$ cat config.mk
export PLATFORM = sky130hd
export DESIGN_NAME = memchk_table
export DESIGN_NICKNAME = d
export VERILOG_FILES = /design/src/rtl/memchk_table.sv
export SDC_FILE = /design/constraint.sdc
export NUM_CORES = 1
export LEC_CHECK = 0
export ABC_CLOCK_PERIOD_IN_PS = 7300
export CAP_MARGIN = 40
export CORE_ASPECT_RATIO = 0.5
export CORE_MARGIN = 2
export CORE_UTILIZATION = 58
export DETAILED_ROUTE_END_ITERATION = 6
export PLACE_DENSITY = 0.79
export REMOVE_ABC_BUFFERS = 1
export SYNTH_ARGS = -nofsm -noshare
export SYNTH_HDL_FRONTEND = slang
export SYNTH_SLANG_ARGS = --single-unit
export TNS_END_PERCENT = 10
$ cat constraint.sdc
create_clock -name clk -period 7.3 [get_ports clk]
set_input_delay 1.46 -clock clk [delete_from_list [all_inputs] [get_ports clk]]
set_output_delay 1.46 -clock clk [all_outputs]
set_load 0.02 [all_outputs]
$ cat src/rtl/memchk_table.sv
// memchk_table: DEPTH-entry expected-write table {last, addr, data}.
//   clk           - write clock
//   i_we/i_widx   - write strobe and entry index
//   i_last/i_addr/i_data - entry contents to store
//   i_ridx        - combinational read index
//   o_last/o_addr/o_data - entry at i_ridx
// Contents are deliberately not reset so a table survives a checker reset.
module memchk_table #(
  parameter int unsigned ADDR_W = 32,
  parameter int unsigned DATA_W = 32,
  parameter int unsigned DEPTH  = 8
) (
  input  logic                     clk,
  input  logic                     i_we,
  input  logic [$clog2(DEPTH)-1:0] i_widx,
  input  logic                     i_last,
  input  logic [ADDR_W-1:0]        i_addr,
  input  logic [DATA_W-1:0]        i_data,
  input  logic [$clog2(DEPTH)-1:0] i_ridx,
  output logic                     o_last,
  output logic [ADDR_W-1:0]        o_addr,
  output logic [DATA_W-1:0]        o_data
);

  logic [ADDR_W-1:0] r_addr [DEPTH];
  logic [DATA_W-1:0] r_data [DEPTH];
  logic              r_last [DEPTH];

  always_ff @(posedge clk) begin
    if (i_we) begin
      r_addr[i_widx] <= i_addr;
      r_data[i_widx] <= i_data;
      r_last[i_widx] <= i_last;
    end
  end

  assign o_addr = r_addr[i_ridx];
  assign o_data = r_data[i_ridx];
  assign o_last = r_last[i_ridx];

endmodule

==> results of run 1 <==
-- metal layers --
metal / vias to the layer above / wire, um / GRT usage
li1: 3645 / - / -
met2: 283 / 20050 / 0.3830
met1: 4618 / 15320 / 0.2979
met5: - / 0 / 0
met4: 0 / 760 / 0.06063
met3: 47 / 1951 / 0.03653
-- cells in the mapped netlist, drive strengths merged --
library cell / count
nand2: 2
nor2: 6
nand2b: 3
edfxtp: 520
clkbuf: 11
buf: 25
mux4: 130
mux2: 65
nor3: 2
-- final cells by class --
type | instances | area (um^2) | share of cell area
Multi-Input combinational cell | 208 | 3774 | 0.1643
Tap cell | 441 | 551.8 | 0.02402
Clock buffer | 54 | 1160 | 0.05048
Sequential cell | 520 | 15620 | 0.6797
Timing Repair Buffer | 158 | 1643 | 0.07151
Antenna cell | 1 | 2.502 | 0.0001089
Clock inverter | 22 | 229.0 | 0.009966
-- worst min-delay path by stage --
stage,to,cells past startpoint,slack [ns]
detailed placement,r_data[2][6],1,2.18
global placement,r_data[4][7],1,2.17
floorplan,r_addr[0][0],0,1.56
CTS,r_data[4][6],1,1.61
global route,r_data[6][22],1,1.65
finish,r_addr[6][21],1,1.64
-- flip-flops by register name, indices dropped and copies added (netlist names) --
signal	flops
r_addr	256
r_data	256
r_last	8
-- where the power goes --
group | switching [mW] | internal, mW
sequential | 0.0244 | 3.39
clock | 0.995 | 1.30
combinational | 0.231 | 0.229
total | 1.25 | 4.92
-- logic make-up after synthesis --
| family | count (synthesis) | share of synthesized area |
|---|---|---|
| buf+inv | 36 | 0.01139 |
| flops | 520 | 0.7985 |
| mux | 195 | 0.1871 |
| simple gates | 13 | 0.003007 |
==> tab_implementation.tex, run 1 <==
\begin{tabular}{lr}
\hline
Metric & Value \\
\hline
\multicolumn{2}{l}{\textbf{Outcome}} \\
\quad Status & finished, final reports clean \\
\multicolumn{2}{l}{\textbf{Clock network}} \\
\quad Longest Clk Path Bufs & 3 \\
\quad Number of buffers added to fix hold violations after cts & 0 \\
\quad \# H-tree levels & 2 \\
\quad Clock Sinks & 520 \\
\quad Post-cts resize count & 0 \\
\quad Clock Root Buffer & sky130\_fd\_sc\_hd\_\_clkbuf\_16 \\
\quad Clock tree from TritonCTS & built \\
\quad Clk pin slew, worst setup/hold paths & 0.06 ns \\
\quad Total setup buffers inserted after CTS & 0 \\
\quad Number of buffers created by CTS & 44 \\
\multicolumn{2}{l}{\textbf{Layout}} \\
\quad Finished Layout Cells & 1404 \\
\quad Syn-to-layout area delta & 17.48\% \\
\quad Final core utilization & 0.6939 \\
\quad Number of nets at the end of the flow & 1005 \\
\quad Cell area after layout & 22970 um\^{}2 \\
\quad Layout cell share with drive strength beyond 1 & 0.2952 \\
\quad Filler Cell Count & 1839 \\
\quad Highest-count cells in the layout ignoring fill and taps & sky130\_fd\_sc\_hd\_\_edfxtp\_1, sky130\_fd\_sc\_hd\_\_clkdlybuf4s50\_1, sky130\_fd\_sc\_hd\_\_mux4\_2 \\
\quad Most frequent standard cell in the layout excluding fill and tap cells & sky130\_fd\_sc\_hd\_\_edfxtp\_1 \\
\multicolumn{2}{l}{\textbf{Die}} \\
\quad Ports & 138 \\
\quad Horiz. Die Dim & 263.7 um \\
\quad Initial cell density of the core & 0.5907 \\
\quad Total die area & 35290 um\^{}2 \\
\quad Cell Rows & 47 \\
\quad Area of the placeable core & 33110 um\^{}2 \\
\quad Chip height & 133.8 um \\
\multicolumn{2}{l}{\textbf{Critical path}} \\
\quad Largest fanout of any net on the critical path & 61 \\
\quad Category of the worst setup path launch point & primary input \\
\quad Crit-path max cell delay & 0.59 ns \\
\quad WP data arrival & 3.90 ns \\
\quad Critical path capture point type & output port \\
\quad Critical Path Stages & 5 \\
\quad Worst endpoint required time & 5.84 ns \\
\quad Startpoint-to-endpoint class of the critical path & in2out \\
\quad Critical path buffers and inverters & 3 \\
\quad Critical Path Start & i\_ridx[0] \\
\quad Crit path max-delay cell type & sky130\_fd\_sc\_hd\_\_clkbuf\_8 \\
\quad Critical Path Sink & o\_data[18] \\
\quad Worst-path cell chain & clkbuf\_8 -> buf\_12 -> mux4\_2 -> mux2\_2 -> clkdlybuf4s50\_1 \\
\quad Family with the most delay on the worst path & buffers and inverters \\
\multicolumn{2}{l}{\textbf{Global routing}} \\
\quad First-pass GRT wire length & 57150 um \\
\quad Number of global-route vias before repair & 9220 \\
\quad GRT Total Usage & 0.2208 \\
\quad Number of antenna violations at the first check in global routing & 1 \\
\quad Maximum number of pins on one net before global-route repair & 62 \\
\quad Total grt overflow & 0 \\
\multicolumn{2}{l}{\textbf{Timing}} \\
\quad Final period demand of the worst path & 5.364 ns \\
\quad Setup slack after layout & 1.936 ns \\
\quad TNS Setup & 0 ns \\
\quad Fmax achieved & 186.4 MHz \\
\quad Unrepaired setup endpoints after global routing & no \\
\quad Final hold slack & 1.640 ns \\
\quad Number of failing setup endpoints in the final timing report & 0 \\
\quad Final cycle utilization of the critical path & 0.7348 \\
\quad Final slew viol count & 0 \\
\quad Slew @ Worst Pin & 0.9120 ns \\
\quad Final count of hold timing violations & 0 \\
\quad Headroom to the max-slew limit & 0.3920 \\
\multicolumn{2}{l}{\textbf{Yosys}} \\
\quad Cells taking the most area after synthesis & sky130\_fd\_sc\_hd\_\_edfxtp\_1, sky130\_fd\_sc\_hd\_\_mux4\_2, sky130\_fd\_sc\_hd\_\_mux2\_2 \\
\quad Post-synthesis instance total & 764 \\
\quad Yosys top cell area share & 0.7985 \\
\quad Cell variety after synth & 11 \\
\quad Share of the yosys chip area belonging to registers & 0.7985 \\
\quad Combined area of all synthesized cells & 19560 um\^{}2 \\
\quad Area leader, netlist & sky130\_fd\_sc\_hd\_\_edfxtp\_1 \\
\quad Synth warnings & 0 \\
\quad Average size of a mapped cell & 25.60 um\^{}2 \\
\quad Post-synthesis sequential element count & 520 \\
\multicolumn{2}{l}{\textbf{Routing}} \\
\quad Final routed wire length divided by cell count & 27.12 um \\
\quad Number of design-rule violations left by the first detailed-router iteration & 830 \\
\quad Number of vias per cell & 6.120 \\
\quad \# DRC & 0 \\
\quad Remaining antenna violation count after routing & 0 \\
\quad Post-detailed-routing wire length & 38080 um \\
\quad Total number of vias & 8593 \\
\quad Detailed-routing iteration count for the pre-antenna-repair pass & 4 \\
\multicolumn{2}{l}{\textbf{Job}} \\
\quad Number of max-capacitance violations reported & 0 \\
\multicolumn{2}{l}{\textbf{Placement}} \\
\quad Cell total after placement & 1327 \\
\quad Final weighted congestion in routability-driven placement & 0.6972 \\
\quad Count of input and output buffers & 137 \\
\quad Post-placement worst setup slack & 1.869 ns \\
\quad Placed Instance Area & 21580 um\^{}2 \\
\quad HPWL after detailed placement & 20500 um \\
\multicolumn{2}{l}{\textbf{Power}} \\
\quad Largest voltage drop on the vdd net & 0.1337 mV \\
\quad Static Leakage & 7.193 nW \\
\quad P per Cell Area & 268.5 nW/um\^{}2 \\
\quad Post-layout total power & 6.169 mW \\
\multicolumn{2}{l}{\textbf{Worst hold path}} \\
\quad Start point of the worst min-delay path & i\_addr[21] \\
\quad Path category of the worst min-delay check & in2reg \\
\hline
\end{tabular}
No activity file was read; power rests on OpenSTA's default activity.
==> run 2, diff against run 1 <==
--- a/config.mk
+++ b/config.mk
@@ -5,13 +5,13 @@
 export SDC_FILE = /design/constraint.sdc
 export NUM_CORES = 1
 export LEC_CHECK = 0
-export ABC_CLOCK_PERIOD_IN_PS = 7300
+export ABC_CLOCK_PERIOD_IN_PS = 4650
 export CAP_MARGIN = 40
 export CORE_ASPECT_RATIO = 0.5
 export CORE_MARGIN = 2
-export CORE_UTILIZATION = 58
+export CORE_UTILIZATION = 53
 export DETAILED_ROUTE_END_ITERATION = 6
-export PLACE_DENSITY = 0.79
+export PLACE_DENSITY = 0.76
 export REMOVE_ABC_BUFFERS = 1
 export SYNTH_ARGS = -nofsm -noshare
 export SYNTH_HDL_FRONTEND = slang
==> constraint.sdc (replaced) <==
create_clock -name clk -period 4.65 [get_ports clk]
set_input_delay 0.93 -clock clk [delete_from_list [all_inputs] [get_ports clk]]
set_output_delay 0.93 -clock clk [all_outputs]
set_load 0.02 [all_outputs]
==> tab_implementation.tex, run 2 (synthesis results as in run 1) <==
\begin{tabular}{lr}
\hline
Metric & Value \\
\hline
\multicolumn{2}{l}{\textbf{Die}} \\
\quad Total die area & 38540 um\^{}2 (+9.2\%) \\
\quad Chip height & 139.8 um (+4.5\%) \\
\quad Cell Rows & 49 (+4.3\%) \\
\quad Initial cell density of the core & 0.5416 (-0.04912) \\
\quad Area of the placeable core & 36110 um\^{}2 (+9.1\%) \\
\quad Horiz. Die Dim & 275.7 um (+4.5\%) \\
\quad Ports & 138 (unchanged) \\
\multicolumn{2}{l}{\textbf{Clock network}} \\
\quad Clk pin slew, worst setup/hold paths & 0.07 ns (about the same) \\
\quad Clock Sinks & 520 (unchanged) \\
\quad Number of buffers created by CTS & 45 (+2.3\%) \\
\quad Clock tree from TritonCTS & built \\
\quad Number of buffers added to fix hold violations after cts & 0 (unchanged) \\
\quad \# H-tree levels & 2 (unchanged) \\
\quad Longest Clk Path Bufs & 3 (unchanged) \\
\quad Clock Root Buffer & sky130\_fd\_sc\_hd\_\_clkbuf\_16 \\
\quad Post-cts resize count & 0 (unchanged) \\
\quad Total setup buffers inserted after CTS & 0 (unchanged) \\
\multicolumn{2}{l}{\textbf{Routing}} \\
\quad Detailed-routing iteration count for the pre-antenna-repair pass & 6 (+2) \\
\quad Total number of vias & 8531 (-0.72\%) \\
\quad Number of design-rule violations left by the first detailed-router iteration & 663 (-20\%) \\
\quad Final routed wire length divided by cell count & 25.65 um (-5.4\%) \\
\quad Number of vias per cell & 5.867 (-4.1\%) \\
\quad Remaining antenna violation count after routing & 0 (unchanged) \\
\quad \# DRC & 0 (unchanged) \\
\quad Post-detailed-routing wire length & 37300 um (-2.1\%) \\
\multicolumn{2}{l}{\textbf{Timing}} \\
\quad Setup slack after layout & 0.7406 ns (-1.195 ns) \\
\quad Unrepaired setup endpoints after global routing & no \\
\quad Headroom to the max-slew limit & 0.4548 (+0.06278) \\
\quad Final period demand of the worst path & 3.909 ns \\
\quad Number of failing setup endpoints in the final timing report & 0 (unchanged) \\
\quad Final count of hold timing violations & 0 (unchanged) \\
\quad Final hold slack & 1.107 ns (-0.5332 ns) \\
\quad Fmax achieved & 255.8 MHz \\
\quad Final cycle utilization of the critical path & 0.8407 \\
\quad Slew @ Worst Pin & 0.8159 ns (-0.09611 ns) \\
\quad Final slew viol count & 0 (unchanged) \\
\multicolumn{2}{l}{\textbf{Worst hold path}} \\
\quad End point of the worst hold path & r\_addr[2][27] \\
\quad Path category of the worst min-delay check & in2reg \\
\quad Hold Path Cell Cnt & 1 (unchanged) \\
\quad Start point of the worst min-delay path & i\_addr[27] \\
\multicolumn{2}{l}{\textbf{Power}} \\
\quad Static Leakage & 7.239 nW (+0.64\%) \\
\quad Largest voltage drop on the vdd net & 0.2129 mV (+59\%) \\
\quad P per Cell Area & 423.2 nW/um\^{}2 (+58\%) \\
\quad Post-layout total power & 9.796 mW (+59\%) \\
\multicolumn{2}{l}{\textbf{Global routing}} \\
\quad GRT Total Usage & 0.1982 (-0.02260) \\
\quad Total grt overflow & 0 (unchanged) \\
\quad Number of global-route vias before repair & 9135 (-0.92\%) \\
\quad First-pass GRT wire length & 56120 um (-1.8\%) \\
\quad Number of antenna violations at the first check in global routing & 3 (+2) \\
\quad Maximum number of pins on one net before global-route repair & 66 (+6.5\%) \\
\multicolumn{2}{l}{\textbf{Critical path}} \\
\quad Crit path max-delay cell type & sky130\_fd\_sc\_hd\_\_clkdlybuf4s50\_1 \\
\quad WP data arrival & 2.98 ns (-0.92 ns) \\
\quad Worst-path cell chain & clkbuf\_8 -> buf\_12 -> mux4\_2 -> mux2\_2 -> clkdlybuf4s50\_1 \\
\quad Crit-path max cell delay & 0.58 ns (about the same) \\
\quad Critical path capture point type & output port \\
\quad Critical path buffers and inverters & 3 (unchanged) \\
\quad Largest fanout of any net on the critical path & 36 (-41\%) \\
\quad Startpoint-to-endpoint class of the critical path & in2out \\
\quad Worst endpoint required time & 3.72 ns (-2.12 ns) \\
\quad Category of the worst setup path launch point & primary input \\
\quad Family with the most delay on the worst path & buffers and inverters \\
\multicolumn{2}{l}{\textbf{Placement}} \\
\quad HPWL after detailed placement & 19640 um (-4.2\%) \\
\quad Final weighted congestion in routability-driven placement & 0.6897 (-1.1\%) \\
\quad Post-placement worst setup slack & 0.7261 ns (-1.143 ns) \\
\quad Placed Instance Area & 21680 um\^{}2 (+0.47\%) \\
\quad Count of input and output buffers & 137 (unchanged) \\
\multicolumn{2}{l}{\textbf{Layout}} \\
\quad Layout cell share with drive strength beyond 1 & 0.3030 (+0.007781) \\
\quad Area of the multi-input gates & 3774 um\^{}2 (unchanged) \\
\quad Most frequent standard cell in the layout excluding fill and tap cells & sky130\_fd\_sc\_hd\_\_edfxtp\_1 \\
\quad Syn-to-layout area delta & 18.37\% \\
\quad Cell area after layout & 23150 um\^{}2 (+0.76\%) \\
\quad Register area & 15620 um\^{}2 (unchanged) \\
\quad Highest-count cells in the layout ignoring fill and taps & sky130\_fd\_sc\_hd\_\_edfxtp\_1, sky130\_fd\_sc\_hd\_\_clkdlybuf4s50\_1, sky130\_fd\_sc\_hd\_\_mux4\_2 \\
\quad Filler Cell Count & 2212 (+20\%) \\
\quad Largest registers & r\_addr (256), r\_data (256), r\_last (8) \\
\quad Number of nets at the end of the flow & 1006 (+0.10\%) \\
\quad Final core utilization & 0.6410 (-0.05289) \\
\multicolumn{2}{l}{\textbf{Outcome}} \\
\quad Status & finished, final reports clean \\
\multicolumn{2}{l}{\textbf{Job}} \\
\quad Number of max-capacitance violations reported & 0 (unchanged) \\
\hline
\end{tabular}
run 2: power breakdown:
part | internal (mW) | total, mW | switching [mW]
clock | 2.11 | 3.72 | 1.61
sequential | 5.32 | 5.35 | 0.0370
combinational | 0.365 | 0.726 | 0.362
run 2: worst max path at each step:
stage	startpoint	endpoint	slack, ns	cells after the start
6_report	i_ridx[0]	o_addr[21]	0.74	5
3_3_place_gp	i_ridx[0]	o_data[6]	0.73	5
2_1_floorplan	i_widx[1]	r_addr[0][0]	-1.45	2
3_5_place_dp	i_ridx[0]	o_addr[19]	0.73	5
5_1_grt	i_ridx[0]	o_addr[21]	0.65	5
4_1_cts	i_ridx[0]	o_data[0]	0.68	5
run 2: final cells by class:
| cell class | instances | share of cell area |
|---|---|---|
| timing repair buffer | 158 | 0.07302 |
| sequential | 520 | 0.6746 |
| antenna | 3 | 0.0003243 |
| clock buffer | 49 | 0.04929 |
| clock inverter | 32 | 0.01362 |
| multi-input combinational | 208 | 0.1630 |
| tap | 484 | 0.02616 |
run 2: metal layers:
layer	wire length (um)	track usage
met2	19610	0.3431
met1	15060	0.2631
met5	0	0
met3	1931	0.03244
met4	694	0.05633
run 2: metrics by stage:
| step | setup TNS, ns | instances |
|---|---|---|
| final | 0 | 1454 |
| after global routing | 0 | 1454 |
| after CTS | 0 | 1451 |
| after detailed placement | 0 | 1370 |
| after global placement | 0 | 1370 |
| after floorplan | -183.73 | 728 |
